<file path="config.mk">
export PLATFORM = sky130hd
export DESIGN_NAME = skew_meter
export DESIGN_NICKNAME = d
export VERILOG_FILES = /design/src/rtl/skew_meter_pkg.sv /design/src/rtl/skew_meter_sync2.sv /design/src/rtl/skew_meter.sv
export SDC_FILE = /design/constraint.sdc
export NUM_CORES = 1
export LEC_CHECK = 0
export ABC_CLOCK_PERIOD_IN_PS = 3400
export BUFFER_PORTS_ARGS = -buffer_cell sky130_fd_sc_hd__buf_2
export CELL_PAD_IN_SITES_DETAIL_PLACEMENT = 0
export CELL_PAD_IN_SITES_GLOBAL_PLACEMENT = 1
export CORE_ASPECT_RATIO = 1.75
export CORE_MARGIN = 2
export CORE_UTILIZATION = 40
export CTS_CLUSTER_SIZE = 16
export DETAILED_ROUTE_END_ITERATION = 12
export PLACE_DENSITY = 0.85
export SYNTH_ARGS = -nofsm -noshare
export SYNTH_HDL_FRONTEND = slang
export SYNTH_SLANG_ARGS = --single-unit
</file>
<file path="constraint.sdc">
create_clock -name sys_clk -period 3.4 [get_ports sys_clk]
set_input_delay 0.68 -clock sys_clk [delete_from_list [all_inputs] [get_ports sys_clk]]
set_output_delay 0.68 -clock sys_clk [all_outputs]
set_load 0.05 [all_outputs]
</file>
<file path="src/rtl/skew_meter_pkg.sv">
// Shared types for the skew measurement block.
package skew_meter_pkg;

    typedef enum logic [1:0] {
        ST_IDLE,
        ST_ARM,
        ST_MEASURE,
        ST_DONE
    } state_t;

endpackage

</file>
<file path="src/rtl/skew_meter_sync2.sv">
// Two-flop synchroniser bringing an asynchronous chain output into sys_clk.
module sync2 (
    input  logic sys_clk,
    input  logic rst,
    input  logic d,
    output logic q
);

    (* ASYNC_REG = "TRUE" *) logic meta;
    (* ASYNC_REG = "TRUE" *) logic sync;

    always_ff @(posedge sys_clk or posedge rst) begin
        if (rst) begin
            meta <= '0;
            sync <= '0;
        end else begin
            meta <= d;
            sync <= meta;
        end
    end

    assign q = sync;

endmodule

</file>
<file path="src/rtl/skew_meter.sv">
// Measures edge counts and disagreement between two synchronised chain outputs
// over a window of path-A periods; results leave through valid/ready.
module skew_meter
    import skew_meter_pkg::*;
#(
    parameter int unsigned WINDOW_LOG2 = 3,
    parameter int unsigned CNT_W       = 16,
    parameter int unsigned TIMEOUT     = 1024
) (
    input  logic             sys_clk,
    input  logic             rst,
    input  logic             start,
    input  logic             a_in,
    input  logic             b_in,
    input  logic             result_ready,
    output logic             busy,
    output logic             result_valid,
    output logic [CNT_W-1:0] edges_a,
    output logic [CNT_W-1:0] edges_b,
    output logic [CNT_W-1:0] xor_cycles,
    output logic [CNT_W-1:0] max_run,
    output logic             timeout
);

    localparam int unsigned        WIN_W     = WINDOW_LOG2 + 1;
    localparam logic [WIN_W-1:0]   WIN_LAST  = WIN_W'((1 << WINDOW_LOG2) - 1);
    localparam int unsigned        IDLE_W    = $clog2(TIMEOUT) + 1;
    localparam logic [IDLE_W-1:0]  IDLE_LAST = IDLE_W'(TIMEOUT - 1);
    localparam logic [CNT_W-1:0]   CNT_MAX   = '1;

    function automatic logic [CNT_W-1:0] sat_inc(input logic [CNT_W-1:0] v);
        return (v == CNT_MAX) ? v : v + CNT_W'(1);
    endfunction

    state_t state, state_next;

    logic a_s, b_s;
    logic a_d, b_d;
    logic a_rise, b_rise, a_toggle, differ;

    logic [WIN_W-1:0]  win_cnt;
    logic [IDLE_W-1:0] idle_cnt;
    logic [CNT_W-1:0]  run_cnt;
    logic [CNT_W-1:0]  run_inc;

    logic arm_clear;
    logic meas_en;
    logic idle_expired;
    logic timeout_hit;

    (* KEEP_HIERARCHY = "TRUE" *)
    sync2 u_sync_a (
        .sys_clk (sys_clk),
        .rst     (rst),
        .d       (a_in),
        .q       (a_s)
    );

    (* KEEP_HIERARCHY = "TRUE" *)
    sync2 u_sync_b (
        .sys_clk (sys_clk),
        .rst     (rst),
        .d       (b_in),
        .q       (b_s)
    );

    always_ff @(posedge sys_clk or posedge rst) begin
        if (rst) begin
            a_d <= '0;
            b_d <= '0;
        end else begin
            a_d <= a_s;
            b_d <= b_s;
        end
    end

    assign a_rise   = a_s & ~a_d;
    assign b_rise   = b_s & ~b_d;
    assign a_toggle = a_s ^ a_d;
    assign differ   = a_s ^ b_s;
    assign run_inc  = sat_inc(run_cnt);

    always_ff @(posedge sys_clk or posedge rst) begin
        if (rst) begin
            state <= ST_IDLE;
        end else begin
            state <= state_next;
        end
    end

    always_comb begin
        state_next   = state;
        arm_clear    = 1'b0;
        meas_en      = 1'b0;
        timeout_hit  = 1'b0;
        idle_expired = (idle_cnt == IDLE_LAST) && !a_toggle;
        case (state)
            ST_IDLE: begin
                if (start) begin
                    state_next = ST_ARM;
                    arm_clear  = 1'b1;
                end
            end
            ST_ARM: begin
                if (a_rise) begin
                    state_next = ST_MEASURE;
                end else if (idle_expired) begin
                    state_next  = ST_DONE;
                    timeout_hit = 1'b1;
                end
            end
            ST_MEASURE: begin
                meas_en = 1'b1;
                if (a_rise && (win_cnt == WIN_LAST)) begin
                    state_next = ST_DONE;
                end else if (idle_expired) begin
                    state_next  = ST_DONE;
                    timeout_hit = 1'b1;
                end
            end
            ST_DONE: begin
                // start is deliberately not looked at here, even alongside the handshake
                if (result_ready) begin
                    state_next = ST_IDLE;
                end
            end
            default: begin
                state_next = ST_IDLE;
            end
        endcase
    end

    // Idle counter only advances while waiting on A; any A transition rearms it.
    always_ff @(posedge sys_clk or posedge rst) begin
        if (rst) begin
            idle_cnt <= '0;
        end else if (arm_clear || a_toggle) begin
            idle_cnt <= '0;
        end else if ((state == ST_ARM) || (state == ST_MEASURE)) begin
            idle_cnt <= idle_cnt + IDLE_W'(1);
        end
    end

    always_ff @(posedge sys_clk or posedge rst) begin
        if (rst) begin
            edges_a    <= '0;
            edges_b    <= '0;
            xor_cycles <= '0;
            max_run    <= '0;
            run_cnt    <= '0;
            win_cnt    <= '0;
            timeout    <= '0;
        end else if (arm_clear) begin
            edges_a    <= '0;
            edges_b    <= '0;
            xor_cycles <= '0;
            max_run    <= '0;
            run_cnt    <= '0;
            win_cnt    <= '0;
            timeout    <= '0;
        end else begin
            if (timeout_hit) begin
                timeout <= 1'b1;
            end
            if (meas_en) begin
                if (a_rise) begin
                    edges_a <= sat_inc(edges_a);
                    win_cnt <= win_cnt + WIN_W'(1);
                end
                if (b_rise) begin
                    edges_b <= sat_inc(edges_b);
                end
                if (differ) begin
                    xor_cycles <= sat_inc(xor_cycles);
                    run_cnt    <= run_inc;
                    if (run_inc > max_run) begin
                        max_run <= run_inc;
                    end
                end else begin
                    run_cnt <= '0;
                end
            end
        end
    end

    assign busy         = (state != ST_IDLE);
    assign result_valid = (state == ST_DONE);

endmodule

</file>
==> results of run 1 <==
[state kept, by name (all words and copies together), names as in the netlist, 2 cells and up]
name,flops
win_cnt,4
run_cnt,16
state,2
idle_cnt,11
edges_b,16
xor_cycles,16
edges_a,16
max_run,16
[repair_timing]
item / 4_1_cts / 5_1_grt
buffers inserted: 0 / 5
pin swaps: 2 / 14
resized for setup: 3 / 16
hold buffers: 0 / 0
setup endpoints to repair: 16 / 16
cloned: 0 / 1
[cells by family (layout without fill, tap and decap cells)]
kind of cell	Yosys count	in the layout
DFF	104	104
muxes	3	3
and+or+nand+nor	258	258
buffers and inverters	58	165
AOI/OAI and AO/OA	84	84
xor gates and xnor gates	62	62
adders and majority gates	28	28
[worst max-delay path, delay by kind of cell, from the launching register on]
family	cells	cell delay (ns)
AO/OA/AOI/OAI	3	0.78
XOR/XNOR	1	0.24
adder cells (fa/ha/maj)	1	0.23
buffers and inverters	2	0.29
flip-flops	1	0.42
AND/OR/NAND/NOR	7	1.37
[Yosys cell counts, drive strengths merged]
master   number
a211oi        1
a21o          1
a21oi        22
a22o          2
a31oi         3
a32o          4
and2          5
and3         15
and4          6
and4b         1
buf           3
clkbuf       12
dfrtp       104
ha           28
inv          43
mux2i         3
nand2        62
nand2b        2
nand3        31
nand3b        1
nand4        27
nand4b        1
nor2         78
nor3         13
nor3b         1
nor4          5
nor4b         1
o21ai        31
o21bai        1
o22ai         2
o2bb2ai      14
o31ai         3
or3           7
or3b          1
or4           1
xnor2        22
xor2         40
[through the flow]
stage,utilization,cells
global placement,0.4674,856
global route,0.5030,878
floorplan,-,597
detailed placement,0.4674,856
CTS,0.4930,872
finish,0.5030,878
[power groups by stage]
stage / sequential (mW) / clock (mW) / combinational [mW]
2_1_floorplan: 1.45 / 0 / 0.470
3_3_place_gp: 1.38 / 0 / 0.754
6_report: 1.36 / 1.14 / 0.830
3_5_place_dp: 1.38 / 0 / 0.785
4_1_cts: 1.36 / 1.16 / 0.788
5_1_grt: 1.37 / 1.21 / 0.906
[worst min-delay path by stage]
stage	start	endpoint	slack, ns	cells past startpoint
floorplan	u_sync_a.meta$_DFF_PP0_	u_sync_a.q$_DFF_PP0_	0.33	0
global placement	u_sync_a.meta$_DFF_PP0_	u_sync_a.q$_DFF_PP0_	0.35	0
detailed placement	u_sync_a.meta$_DFF_PP0_	u_sync_a.q$_DFF_PP0_	0.34	0
CTS	u_sync_a.meta$_DFF_PP0_	u_sync_a.q$_DFF_PP0_	0.36	0
global route	u_sync_a.meta$_DFF_PP0_	u_sync_a.q$_DFF_PP0_	0.38	0
finish	u_sync_a.meta$_DFF_PP0_	u_sync_a.q$_DFF_PP0_	0.35	0
[per-layer routing]
metal	routed length (um)	global-route usage
met5	0	0
met2	7671	0.3511
met3	377	0.02972
met4	255	0.06684
met1	5424	0.2057
[final cells by class]
class / count / area, sq um
inverters: 43 / 165.2
repair buffers: 106 / 633.1
clock buffers: 9 / 225.2
multi-input cells: 435 / 2819
clock inverters: 7 / 103.9
well taps: 174 / 217.7
flip-flops and latches: 104 / 2603
fillers: 1298 / 6686
==> flow_results.xml, run 1 <==
<?xml version="1.0" encoding="UTF-8"?>
<metrics>
  <group name="cells_and_area">
    <metric name="synthToLayoutAreaGrowth" unit="%">22.10</metric>
    <metric name="mostFrequentLayoutCell" unit="">sky130_fd_sc_hd__dfrtp_1</metric>
    <metric name="final_layout_size_suffix_gt1_frac" unit="">0.2031</metric>
    <metric name="antenna-diode-count" unit="">0</metric>
    <metric name="nets" unit="">733</metric>
    <metric name="most-common-layout-cells" unit="">sky130_fd_sc_hd__dfrtp_1 (104), sky130_fd_sc_hd__nor2_1 (77), sky130_fd_sc_hd__buf_2 (73)</metric>
    <metric name="post-route-cell-area" unit="sq um">6766</metric>
  </group>
  <group name="yosys">
    <metric name="post_synth_inst_count" unit="">597</metric>
    <metric name="seq_area_frac_synth" unit="">0.4696</metric>
    <metric name="yosys.area_share.adder" unit="">0.06322</metric>
    <metric name="synthSimpleGateAreaFrac" unit="">0.2256</metric>
    <metric name="ys_warn_count" unit="">0</metric>
    <metric name="synth_compound_gate_area_share" unit="">0.09844</metric>
    <metric name="synth.area.mux_share" unit="">0.005419</metric>
    <metric name="yosys.area_share.xor_xnor" unit="">0.09799</metric>
    <metric name="synth_area_per_cell" unit="sq um">9.282</metric>
    <metric name="synthesis.nets" unit="">631</metric>
    <metric name="synthDistinctLibCells" unit="">43</metric>
    <metric name="synth_area" unit="sq um">5542</metric>
    <metric name="ffs_latches_synth" unit="">104</metric>
    <metric name="yosys-top-cells-area" unit="">sky130_fd_sc_hd__dfrtp_1 (47%), sky130_fd_sc_hd__ha_1 (6.3%), sky130_fd_sc_hd__xor2_1 (6.3%)</metric>
    <metric name="dominant_combinational_cell_family_by_area_after_synthesis" unit="">simple AND/OR/NAND/NOR gates</metric>
    <metric name="synth_largest_type_area_fraction" unit="">0.4696</metric>
    <metric name="post-synth-top-area-cell" unit="">sky130_fd_sc_hd__dfrtp_1</metric>
  </group>
  <group name="setup_path">
    <metric name="setup.reg_to_reg.worst_slack" unit="ns">-0.02</metric>
    <metric name="crit_required" unit="ns">3.66</metric>
    <metric name="cp-end-kind" unit="">flip-flop</metric>
    <metric name="critical_path.startpoint_type" unit="">flip-flop</metric>
    <metric name="rr_startpoint" unit="">run_cnt[6]$_DFFE_PP0P_</metric>
    <metric name="largest_fanout_of_any_net_on_the_critical_path" unit="">4</metric>
    <metric name="max_stage_delay" unit="ns">0.43</metric>
    <metric name="worstReg2RegEnd" unit="">max_run[5]$_DFFE_PP0P_</metric>
    <metric name="crit_path_top_delay_cell" unit="">sky130_fd_sc_hd__or3_4</metric>
    <metric name="worstSetupEndpoint" unit="">max_run[5]$_DFFE_PP0P_</metric>
    <metric name="cp_cell_sequence" unit="">nand4_2 -&gt; or3_4 -&gt; o31ai_4 -&gt; nor3_2 -&gt; xnor2_1 -&gt; inv_1 -&gt; ha_4 -&gt; nand2_2 -&gt; nor3_1 -&gt; nor4_2 -&gt; nand3_2 -&gt; a31oi_4 -&gt; buf_2 -&gt; o2bb2ai_1</metric>
    <metric name="criticalPathCategory" unit="">reg -&gt; reg</metric>
    <metric name="critPathArrivalTime" unit="ns">3.68</metric>
    <metric name="ff2ff_path_depth" unit="">14</metric>
    <metric name="crit_path_start" unit="">run_cnt[6]$_DFFE_PP0P_</metric>
  </group>
  <group name="global_route">
    <metric name="first_global_vias" unit="">4660</metric>
    <metric name="grtUsageTotal" unit="">0.1862</metric>
    <metric name="grt_max_degree" unit="">43</metric>
    <metric name="grt_antenna_before_repair" unit="">0</metric>
    <metric name="grt.overflow.total" unit="">0</metric>
    <metric name="grt_first_pass_wirelength" unit="um">22290</metric>
  </group>
  <group name="timing">
    <metric name="finalCriticalPeriod" unit="ns">3.421</metric>
    <metric name="worst_slack" unit="ns">-0.02119</metric>
    <metric name="max_clock_freq" unit="GHz">0.2923</metric>
    <metric name="timing_max_transition_violations_final" unit="">0</metric>
    <metric name="fin_worst_skew" unit="ns">0.01241</metric>
    <metric name="final.hold.worst_slack" unit="ns">0.3542</metric>
    <metric name="finalSetupViolations" unit="">6</metric>
    <metric name="timing.final.hold_violations" unit="">0</metric>
    <metric name="grt_setup_unrepaired" unit="">yes</metric>
    <metric name="setup_tns" unit="ns">-0.05219</metric>
    <metric name="slew_headroom" unit="">0.3596</metric>
    <metric name="final_min_period_over_clock_period" unit="">1.006</metric>
    <metric name="worst-slew-pin-transition" unit="ns">0.9586</metric>
  </group>
  <group name="placement">
    <metric name="globalplace.congestion" unit="">0.8609</metric>
    <metric name="post_dp_cell_area" unit="sq um">6289</metric>
    <metric name="placement.io_buffers" unit="">72</metric>
    <metric name="hpwl" unit="um">10280</metric>
    <metric name="post-place-ws" unit="ns">-0.1379</metric>
  </group>
  <group name="power">
    <metric name="power.switching" unit="mW">1.126</metric>
    <metric name="clock_power_share" unit="">0.342</metric>
    <metric name="power.density_cell_area" unit="nW/um^2">491.7</metric>
    <metric name="pwr-share-comb" unit="">0.249</metric>
    <metric name="power.sequential.fraction" unit="">0.409</metric>
    <metric name="power.switching_fraction" unit="">0.3386</metric>
    <metric name="design_power_total" unit="mW">3.327</metric>
    <metric name="ir_worst_vdd" unit="V">0.0004120</metric>
    <metric name="power.static_leakage" unit="nW">3.309</metric>
    <metric name="p_int" unit="mW">2.200</metric>
  </group>
  <group name="die">
    <metric name="rows" unit="">56</metric>
    <metric name="ios" unit="">73</metric>
    <metric name="design.die.area" unit="sq um">14850</metric>
    <metric name="die_w" unit="um">92.98</metric>
    <metric name="core-area" unit="sq um">13450</metric>
    <metric name="dieHeight" unit="um">159.7</metric>
    <metric name="starting_density_of_the_core" unit="">0.4119</metric>
  </group>
  <group name="drt">
    <metric name="drt_wl_total" unit="um">13730</metric>
    <metric name="drc_errors" unit="">0</metric>
    <metric name="route.antenna.remaining_nets" unit="">0</metric>
    <metric name="post_drt_via_cell_ratio" unit="">5.322</metric>
    <metric name="route.detailed.wl_per_inst" unit="um">15.64</metric>
    <metric name="drt_first_iter_violations" unit="">174</metric>
    <metric name="router_iterations_before_antenna_repair" unit="">4</metric>
    <metric name="detailroute.via_count" unit="">4673</metric>
  </group>
  <group name="cts">
    <metric name="cts_tree" unit="">yes</metric>
    <metric name="numClockSinks" unit="">104</metric>
    <metric name="tritoncts.num_buffers" unit="">9</metric>
    <metric name="htree_num_levels" unit="">3</metric>
    <metric name="cts.root.buffer_cell" unit="">sky130_fd_sc_hd__clkbuf_16</metric>
    <metric name="clock_tree.buffer_depth" unit="">2</metric>
    <metric name="cts.clk_slew.worst_paths" unit="ns">0.07</metric>
    <metric name="clk_lat_worst_skew" unit="ns">0.35</metric>
  </group>
  <group name="run_status">
    <metric name="violations" unit="">setup timing</metric>
    <metric name="status" unit="">finished, violations left</metric>
  </group>
  <group name="run">
    <metric name="drv.max_cap_violation_count" unit="">0</metric>
  </group>
  <group name="hold_path">
    <metric name="hp-class" unit="">reg -&gt; reg</metric>
  </group>
</metrics>
(Power assumes the default switching activity.)
==> run 2: changes to the inputs <==
--- a/config.mk
+++ b/config.mk
@@ -11,10 +11,11 @@
 export CELL_PAD_IN_SITES_GLOBAL_PLACEMENT = 1
 export CORE_ASPECT_RATIO = 1.75
 export CORE_MARGIN = 2
-export CORE_UTILIZATION = 40
+export CORE_UTILIZATION = 42
+export CTS_BUF_LIST = sky130_fd_sc_hd__clkbuf_2 sky130_fd_sc_hd__clkbuf_4 sky130_fd_sc_hd__clkbuf_8
 export CTS_CLUSTER_SIZE = 16
 export DETAILED_ROUTE_END_ITERATION = 12
-export PLACE_DENSITY = 0.85
+export PLACE_DENSITY = 0.89
 export SYNTH_ARGS = -nofsm -noshare
 export SYNTH_HDL_FRONTEND = slang
 export SYNTH_SLANG_ARGS = --single-unit
==> run 2 against run 1 <==
The run now ends clean; final cell count increased by 0.23%; first-iteration DRC count increased by 6.9%; clock skew increased by 0.00058 ns; maximum frequency increased by 4.1%; non-clock buffer count increased by 5; critical path depth unchanged; sequential cell count unchanged; critical path type unchanged.
==> flow_results.xml, run 2 (synthesis results as in run 1) <==
<?xml version="1.0" encoding="UTF-8"?>
<metrics>
  <group name="cts">
    <metric name="htree_num_levels" unit="">3</metric>
    <metric name="clk_lat_worst_skew" unit="ns">0.37</metric>
    <metric name="cts_tree" unit="">yes</metric>
    <metric name="clock_tree.buffer_depth" unit="">2</metric>
    <metric name="numClockSinks" unit="">104</metric>
    <metric name="tritoncts.num_buffers" unit="">9</metric>
    <metric name="cts.clk_slew.worst_paths" unit="ns">0.10</metric>
    <metric name="cts.root.buffer_cell" unit="">sky130_fd_sc_hd__clkbuf_8</metric>
  </group>
  <group name="die">
    <metric name="core-area" unit="sq um">12940</metric>
    <metric name="dieHeight" unit="um">156.0</metric>
    <metric name="ios" unit="">73</metric>
    <metric name="die_w" unit="um">90.83</metric>
    <metric name="starting_density_of_the_core" unit="">0.4283</metric>
    <metric name="design.die.area" unit="sq um">14170</metric>
    <metric name="rows" unit="">55</metric>
  </group>
  <group name="power">
    <metric name="power.static_leakage" unit="nW">3.283</metric>
    <metric name="power.density_cell_area" unit="nW/um^2">449.9</metric>
    <metric name="ir_worst_vdd" unit="V">0.0002407</metric>
    <metric name="design_power_total" unit="mW">2.991</metric>
  </group>
  <group name="timing">
    <metric name="finalCriticalPeriod" unit="ns">3.286</metric>
    <metric name="timing.final.hold_violations" unit="">0</metric>
    <metric name="final.hold.worst_slack" unit="ns">0.3630</metric>
    <metric name="setup_tns" unit="ns">0</metric>
    <metric name="timing_max_transition_violations_final" unit="">0</metric>
    <metric name="fin_worst_skew" unit="ns">0.01299</metric>
    <metric name="finalSetupViolations" unit="">0</metric>
    <metric name="final_min_period_over_clock_period" unit="">0.9664</metric>
    <metric name="worst-slew-pin-transition" unit="ns">0.7221</metric>
    <metric name="slew_headroom" unit="">0.5157</metric>
    <metric name="max_clock_freq" unit="GHz">0.3043</metric>
  </group>
  <group name="drt">
    <metric name="detailroute.via_count" unit="">4641</metric>
    <metric name="drt_first_iter_violations" unit="">186</metric>
    <metric name="drt_wl_total" unit="um">13190</metric>
    <metric name="post_drt_via_cell_ratio" unit="">5.274</metric>
    <metric name="drc_errors" unit="">0</metric>
    <metric name="route.detailed.wl_per_inst" unit="um">14.99</metric>
    <metric name="met3RoutedLength" unit="um">435</metric>
    <metric name="router_iterations_before_antenna_repair" unit="">4</metric>
    <metric name="met1_wire_length" unit="um">5447</metric>
    <metric name="top_signal_layer_used" unit="">met4</metric>
    <metric name="detailroute.wirelength.met2" unit="um">7124</metric>
    <metric name="route.antenna.remaining_nets" unit="">0</metric>
  </group>
  <group name="setup_path">
    <metric name="ff2ff_path_depth" unit="">14</metric>
    <metric name="worstSetupEndpoint" unit="">max_run[3]$_DFFE_PP0P_</metric>
    <metric name="crit_required" unit="ns">3.66</metric>
    <metric name="crit_path_start" unit="">run_cnt[4]$_DFFE_PP0P_</metric>
    <metric name="setup.reg_to_reg.worst_slack" unit="ns">0.11</metric>
    <metric name="criticalPathCategory" unit="">reg -&gt; reg</metric>
    <metric name="critical_path.startpoint_type" unit="">flip-flop</metric>
    <metric name="critPathArrivalTime" unit="ns">3.55</metric>
    <metric name="cp-end-kind" unit="">flip-flop</metric>
    <metric name="rr_startpoint" unit="">run_cnt[4]$_DFFE_PP0P_</metric>
    <metric name="worstReg2RegEnd" unit="">max_run[3]$_DFFE_PP0P_</metric>
    <metric name="largest_fanout_of_any_net_on_the_critical_path" unit="">8</metric>
  </group>
  <group name="placement">
    <metric name="globalplace.congestion" unit="">0.8367</metric>
    <metric name="placement.io_buffers" unit="">72</metric>
    <metric name="hpwl" unit="um">9742</metric>
    <metric name="numPlacedInstances" unit="">855</metric>
  </group>
  <group name="cells_and_area">
    <metric name="synthToLayoutAreaGrowth" unit="%">19.96</metric>
    <metric name="most-common-layout-cells" unit="">sky130_fd_sc_hd__dfrtp_1 (103), sky130_fd_sc_hd__nor2_1 (77), sky130_fd_sc_hd__buf_2 (72)</metric>
    <metric name="antenna-diode-count" unit="">0</metric>
    <metric name="num-fill-cells" unit="">1251</metric>
    <metric name="nets" unit="">738</metric>
    <metric name="mostFrequentLayoutCell" unit="">sky130_fd_sc_hd__dfrtp_1</metric>
    <metric name="instances_no_fill" unit="">880</metric>
    <metric name="final_layout_size_suffix_gt1_frac" unit="">0.2073</metric>
  </group>
  <group name="run">
    <metric name="drv.max_cap_violation_count" unit="">0</metric>
  </group>
  <group name="global_route">
    <metric name="grt_antenna_before_repair" unit="">0</metric>
    <metric name="grt.overflow.total" unit="">0</metric>
    <metric name="grt_first_pass_wirelength" unit="um">21920</metric>
    <metric name="grtUsageTotal" unit="">0.1889</metric>
    <metric name="first_global_vias" unit="">4592</metric>
    <metric name="grt_max_degree" unit="">70</metric>
  </group>
  <group name="hold_path">
    <metric name="hp-class" unit="">reg -&gt; reg</metric>
  </group>
  <group name="run_status">
    <metric name="status" unit="">complete, no violations</metric>
  </group>
</metrics>
run 2: cell types whose count changed in the layout (fill, tap and decap cells not counted), sizes merged:
cell	before	now
bufinv	2	1
inv	44	45
buf	106	111
run 2: timing repair:
action / in CTS / in global routing
endpoints found under the hold margin: 0 / 0
hold buffers: 0 / 0
gates resized for setup: 1 / 17
setup endpoints to repair: 15 / 16
buffers inserted: 0 / 10
pin swaps: 0 / 8
run 2: worst max-delay path, cell delays in order (launching register included):
cell,delay [ns]
sky130_fd_sc_hd__dfrtp_1,0.39
sky130_fd_sc_hd__nand4_2,0.12
sky130_fd_sc_hd__or3_4,0.45
sky130_fd_sc_hd__o31ai_4,0.27
sky130_fd_sc_hd__nor2_1,0.09
sky130_fd_sc_hd__xnor2_1,0.22
sky130_fd_sc_hd__inv_1,0.07
sky130_fd_sc_hd__ha_1,0.31
sky130_fd_sc_hd__nand4_1,0.17
sky130_fd_sc_hd__nor4_4,0.34
sky130_fd_sc_hd__o21ai_1,0.13
sky130_fd_sc_hd__nand3_2,0.13
sky130_fd_sc_hd__a31oi_4,0.12
sky130_fd_sc_hd__buf_6,0.17
sky130_fd_sc_hd__a32o_1,0.20
run 2: per-layer routing:
| layer | global-route usage | vias up |
|---|---|---|
| met3 | 0.02705 | 11 |
| met5 | 0 | - |
| met2 | 0.3490 | 94 |
| met4 | 0.06638 | 0 |
| li1 | - | 2276 |
| met1 | 0.2225 | 2260 |
run 2: worst min-delay path by stage:
| stage | start | endpoint | slack, ns | cells after the start |
|---|---|---|---|---|
| 2_1_floorplan | u_sync_a.meta$_DFF_PP0_ | u_sync_a.q$_DFF_PP0_ | 0.33 | 0 |
| 3_3_place_gp | u_sync_b.meta$_DFF_PP0_ | u_sync_b.q$_DFF_PP0_ | 0.34 | 0 |
| 3_5_place_dp | u_sync_b.meta$_DFF_PP0_ | u_sync_b.q$_DFF_PP0_ | 0.34 | 0 |
| 4_1_cts | u_sync_b.meta$_DFF_PP0_ | u_sync_b.q$_DFF_PP0_ | 0.37 | 0 |
| 5_1_grt | u_sync_b.meta$_DFF_PP0_ | u_sync_b.q$_DFF_PP0_ | 0.39 | 0 |
| 6_report | u_sync_b.meta$_DFF_PP0_ | u_sync_b.q$_DFF_PP0_ | 0.36 | 0 |
run 2: cell type report:
type	count	area [sq um]	share of cell area
multi-input cells	435	2791	0.4199
flip-flops and latches	104	2604	0.3917
repair buffers	111	673.1	0.1013
well taps	171	214.0	0.03219
inverters	43	165.2	0.02484
clock buffers	9	123.9	0.01863
clock inverters	7	76.32	0.01148
run 2: metrics by stage:
stage / area (sq um) / util / setup slack [ns]
global route: 6648 / 0.5138 / -0.1002
global placement: 6300 / 0.4869 / 0.1220
detailed placement: 6300 / 0.4869 / 0.01333
finish: 6648 / 0.5138 / 0.1142
floorplan: 5545 / - / 0.03488
CTS: 6506 / 0.5029 / 0.02058
run 2: report_power, final:
| group | total, mW | internal [mW] | leakage, nW | switching [mW] |
|---|---|---|---|---|
| Combinational | 0.833 | 0.263 | 1.76 | 0.570 |
| Sequential | 1.36 | 1.29 | 1.43 | 0.0637 |
| Clock | 0.800 | 0.347 | 0.0966 | 0.453 |
==> run 3: changes to the inputs <==
--- a/config.mk
+++ b/config.mk
@@ -6,7 +6,7 @@
 export NUM_CORES = 1
 export LEC_CHECK = 0
 export ABC_CLOCK_PERIOD_IN_PS = 3400
-export BUFFER_PORTS_ARGS = -buffer_cell sky130_fd_sc_hd__buf_2
+export BUFFER_PORTS_ARGS = -buffer_cell sky130_fd_sc_hd__buf_4
 export CELL_PAD_IN_SITES_DETAIL_PLACEMENT = 0
 export CELL_PAD_IN_SITES_GLOBAL_PLACEMENT = 1
 export CORE_ASPECT_RATIO = 1.75
@@ -16,6 +16,7 @@
 export CTS_CLUSTER_SIZE = 16
 export DETAILED_ROUTE_END_ITERATION = 12
 export PLACE_DENSITY = 0.89
+export REMOVE_ABC_BUFFERS = 1
 export SYNTH_ARGS = -nofsm -noshare
 export SYNTH_HDL_FRONTEND = slang
 export SYNTH_SLANG_ARGS = --single-unit
==> run 3 against run 2 <==
Sequential cell count unchanged; via count decreased by 0.22%; largest cell class unchanged; clock power decreased by 3.0%; sequential power about the same; worst setup slack improved by 0.020 ns; final area increased by 2.3%; clock-buffer cell count increased by 2; maximum frequency increased by 0.61%; highest routed layer unchanged; final cell count decreased by 0.34%; global-route usage increased by 0.10 points.
==> flow_results.xml, run 3 (synthesis results as in run 1) <==
<?xml version="1.0" encoding="UTF-8"?>
<metrics>
  <group name="run_status">
    <metric name="status" unit="">complete, no violations</metric>
  </group>
  <group name="setup_path">
    <metric name="criticalPathCategory" unit="">reg -&gt; reg</metric>
    <metric name="critical_path.startpoint_type" unit="">flip-flop</metric>
    <metric name="critPathArrivalTime" unit="ns">3.56</metric>
    <metric name="largest_fanout_of_any_net_on_the_critical_path" unit="">7</metric>
    <metric name="crit_required" unit="ns">3.70</metric>
    <metric name="cp-end-kind" unit="">flip-flop</metric>
  </group>
  <group name="drt">
    <metric name="detailroute.via_count" unit="">4631</metric>
    <metric name="drt_wl_total" unit="um">13260</metric>
    <metric name="drc_errors" unit="">0</metric>
    <metric name="drt_first_iter_violations" unit="">214</metric>
    <metric name="route.antenna.remaining_nets" unit="">0</metric>
    <metric name="post_drt_via_cell_ratio" unit="">5.281</metric>
    <metric name="route.detailed.wl_per_inst" unit="um">15.12</metric>
    <metric name="router_iterations_before_antenna_repair" unit="">6</metric>
  </group>
  <group name="power">
    <metric name="ir_worst_vdd" unit="V">0.0002580</metric>
    <metric name="power.density_cell_area" unit="nW/um^2">436.4</metric>
    <metric name="power.static_leakage" unit="nW">3.268</metric>
    <metric name="design_power_total" unit="mW">2.968</metric>
  </group>
  <group name="timing">
    <metric name="timing_max_transition_violations_final" unit="">0</metric>
    <metric name="max_clock_freq" unit="GHz">0.3062</metric>
    <metric name="timing.final.hold_violations" unit="">0</metric>
    <metric name="slew_headroom" unit="">0.5245</metric>
    <metric name="worst_slack" unit="ns">0.1340</metric>
    <metric name="final_min_period_over_clock_period" unit="">0.9606</metric>
    <metric name="setup_tns" unit="ns">0</metric>
    <metric name="finalSetupViolations" unit="">0</metric>
    <metric name="worst-slew-pin-transition" unit="ns">0.7089</metric>
    <metric name="finalCriticalPeriod" unit="ns">3.266</metric>
    <metric name="grt_setup_unrepaired" unit="">yes</metric>
    <metric name="fin_worst_skew" unit="ns">0.01470</metric>
  </group>
  <group name="global_route">
    <metric name="grt_antenna_before_repair" unit="">0</metric>
    <metric name="global_route.usage.met2" unit="">0.3575</metric>
    <metric name="grtUsageTotal" unit="">0.1900</metric>
    <metric name="grt_max_degree" unit="">55</metric>
    <metric name="grt.overflow.total" unit="">0</metric>
    <metric name="gr-max-usage-layer" unit="">met2</metric>
    <metric name="groute.layer.met1.usage" unit="">0.2156</metric>
    <metric name="groute.layer.met3.usage" unit="">0.02512</metric>
    <metric name="grt_first_pass_wirelength" unit="um">21770</metric>
    <metric name="first_global_vias" unit="">4544</metric>
  </group>
  <group name="cells_and_area">
    <metric name="nets" unit="">735</metric>
    <metric name="antenna-diode-count" unit="">0</metric>
    <metric name="utilization" unit="">0.5257</metric>
    <metric name="final_layout_size_suffix_gt1_frac" unit="">0.2025</metric>
    <metric name="num-fill-cells" unit="">1211</metric>
    <metric name="mostFrequentLayoutCell" unit="">sky130_fd_sc_hd__buf_4</metric>
    <metric name="most-common-layout-cells" unit="">sky130_fd_sc_hd__buf_4 (105), sky130_fd_sc_hd__dfrtp_1 (103), sky130_fd_sc_hd__nor2_1 (77)</metric>
    <metric name="synthToLayoutAreaGrowth" unit="%">22.74</metric>
    <metric name="instances_no_fill" unit="">877</metric>
  </group>
  <group name="placement">
    <metric name="hpwl" unit="um">9931</metric>
    <metric name="placement.io_buffers" unit="">72</metric>
    <metric name="numPlacedInstances" unit="">853</metric>
    <metric name="post-place-ws" unit="ns">0.006209</metric>
    <metric name="globalplace.congestion" unit="">0.8876</metric>
  </group>
  <group name="cts">
    <metric name="cts.clk_slew.worst_paths" unit="ns">0.10</metric>
    <metric name="htree_num_levels" unit="">3</metric>
    <metric name="cts.root.buffer_cell" unit="">sky130_fd_sc_hd__clkbuf_8</metric>
    <metric name="numClockSinks" unit="">104</metric>
    <metric name="clk_lat_worst_skew" unit="ns">0.38</metric>
    <metric name="post_cts_hold_buffer_count" unit="">0</metric>
    <metric name="cts_tree" unit="">yes</metric>
    <metric name="tritoncts.num_buffers" unit="">9</metric>
    <metric name="clock_tree.buffer_depth" unit="">2</metric>
  </group>
  <group name="run">
    <metric name="drv.max_cap_violation_count" unit="">0</metric>
  </group>
  <group name="die">
    <metric name="dieHeight" unit="um">156.0</metric>
    <metric name="die_w" unit="um">90.83</metric>
    <metric name="design.die.area" unit="sq um">14170</metric>
    <metric name="core-area" unit="sq um">12940</metric>
    <metric name="rows" unit="">55</metric>
    <metric name="starting_density_of_the_core" unit="">0.4283</metric>
    <metric name="ios" unit="">73</metric>
  </group>
  <group name="hold_path">
    <metric name="hp-class" unit="">reg -&gt; reg</metric>
  </group>
</metrics>
## run 3: changes by cell type in the layout (fill, tap and decap cells not counted), sizes merged
cell      change
clkinv        +1
clkbuf        +2
inv           +1
clkinvlp      -3
bufinv        -1
buf           -3
## run 3: per-layer routing
layer	up-vias	part of all wire
met5	-	0
li1	2255	-
met1	2259	0.39
met2	98	0.56
met3	19	0.032
met4	0	0.020
## run 3: layout make-up
class / instances / area (sq um) / area share
clock inverters: 5 / 46.29 / 0.006806
clock buffers: 11 / 151.4 / 0.02226
inverters: 43 / 163.9 / 0.02410
flip-flops and latches: 104 / 2604 / 0.3828
well taps: 171 / 214.0 / 0.03146
repair buffers: 108 / 830.8 / 0.1221
multi-input cells: 435 / 2791 / 0.4104
## run 3: stage by stage
step,instance area [sq um],hold slack (ns)
floorplan,5483,0.3312
global placement,6464,0.3321
detailed placement,6464,0.3370
CTS,6668,0.3601
global route,6802,0.3662
finish,6802,0.3576
## run 3: critical path, cell delays in order, from the launching register on
cell                        delay (ns)
sky130_fd_sc_hd__dfrtp_1          0.42
sky130_fd_sc_hd__nand3_2          0.12
sky130_fd_sc_hd__or3_4            0.45
sky130_fd_sc_hd__o31ai_4          0.24
sky130_fd_sc_hd__nor3_2           0.11
sky130_fd_sc_hd__xnor2_1          0.20
sky130_fd_sc_hd__inv_1            0.07
sky130_fd_sc_hd__ha_1             0.32
sky130_fd_sc_hd__a21oi_1          0.15
sky130_fd_sc_hd__nor2_1           0.05
sky130_fd_sc_hd__nor4_1           0.35
sky130_fd_sc_hd__nand3_2          0.16
sky130_fd_sc_hd__a31oi_4          0.24
sky130_fd_sc_hd__buf_4            0.18
sky130_fd_sc_hd__o2bb2ai_1        0.12
## run 3: path summary, 6_finish.rpt
check,slack (ns),start,depth (start not counted),endpoint
hold / removal,0.36,u_sync_b.meta$_DFF_PP0_,0,u_sync_b.q$_DFF_PP0_
min in group asynchronous,0.40,rst,2,run_cnt[0]$_DFFE_PP0P_
max in group asynchronous,2.28,rst,3,idle_cnt[1]$_DFFE_PP0P_
setup / recovery,0.13,run_cnt[11]$_DFFE_PP0P_,14,max_run[10]$_DFFE_PP0P_
setup reg to reg,0.13,run_cnt[11]$_DFFE_PP0P_,14,max_run[10]$_DFFE_PP0P_
hold reg to reg,0.36,u_sync_b.meta$_DFF_PP0_,0,u_sync_b.q$_DFF_PP0_
## run 3: power breakdown
part / internal [mW] / leakage, nW / switching [mW]
Clock: 0.320 / 0.102 / 0.455
Combinational: 0.276 / 1.74 / 0.559
Sequential: 1.29 / 1.43 / 0.0647
Total: 1.89 / 3.27 / 1.08
## run 3: timing repair
action                                 in CTS  in global routing
pin swaps                                   0                  8
buffers inserted                            0                  8
resized for setup                           1                 14
endpoints found under the hold margin       0                  0
setup endpoints to repair                  14                 16
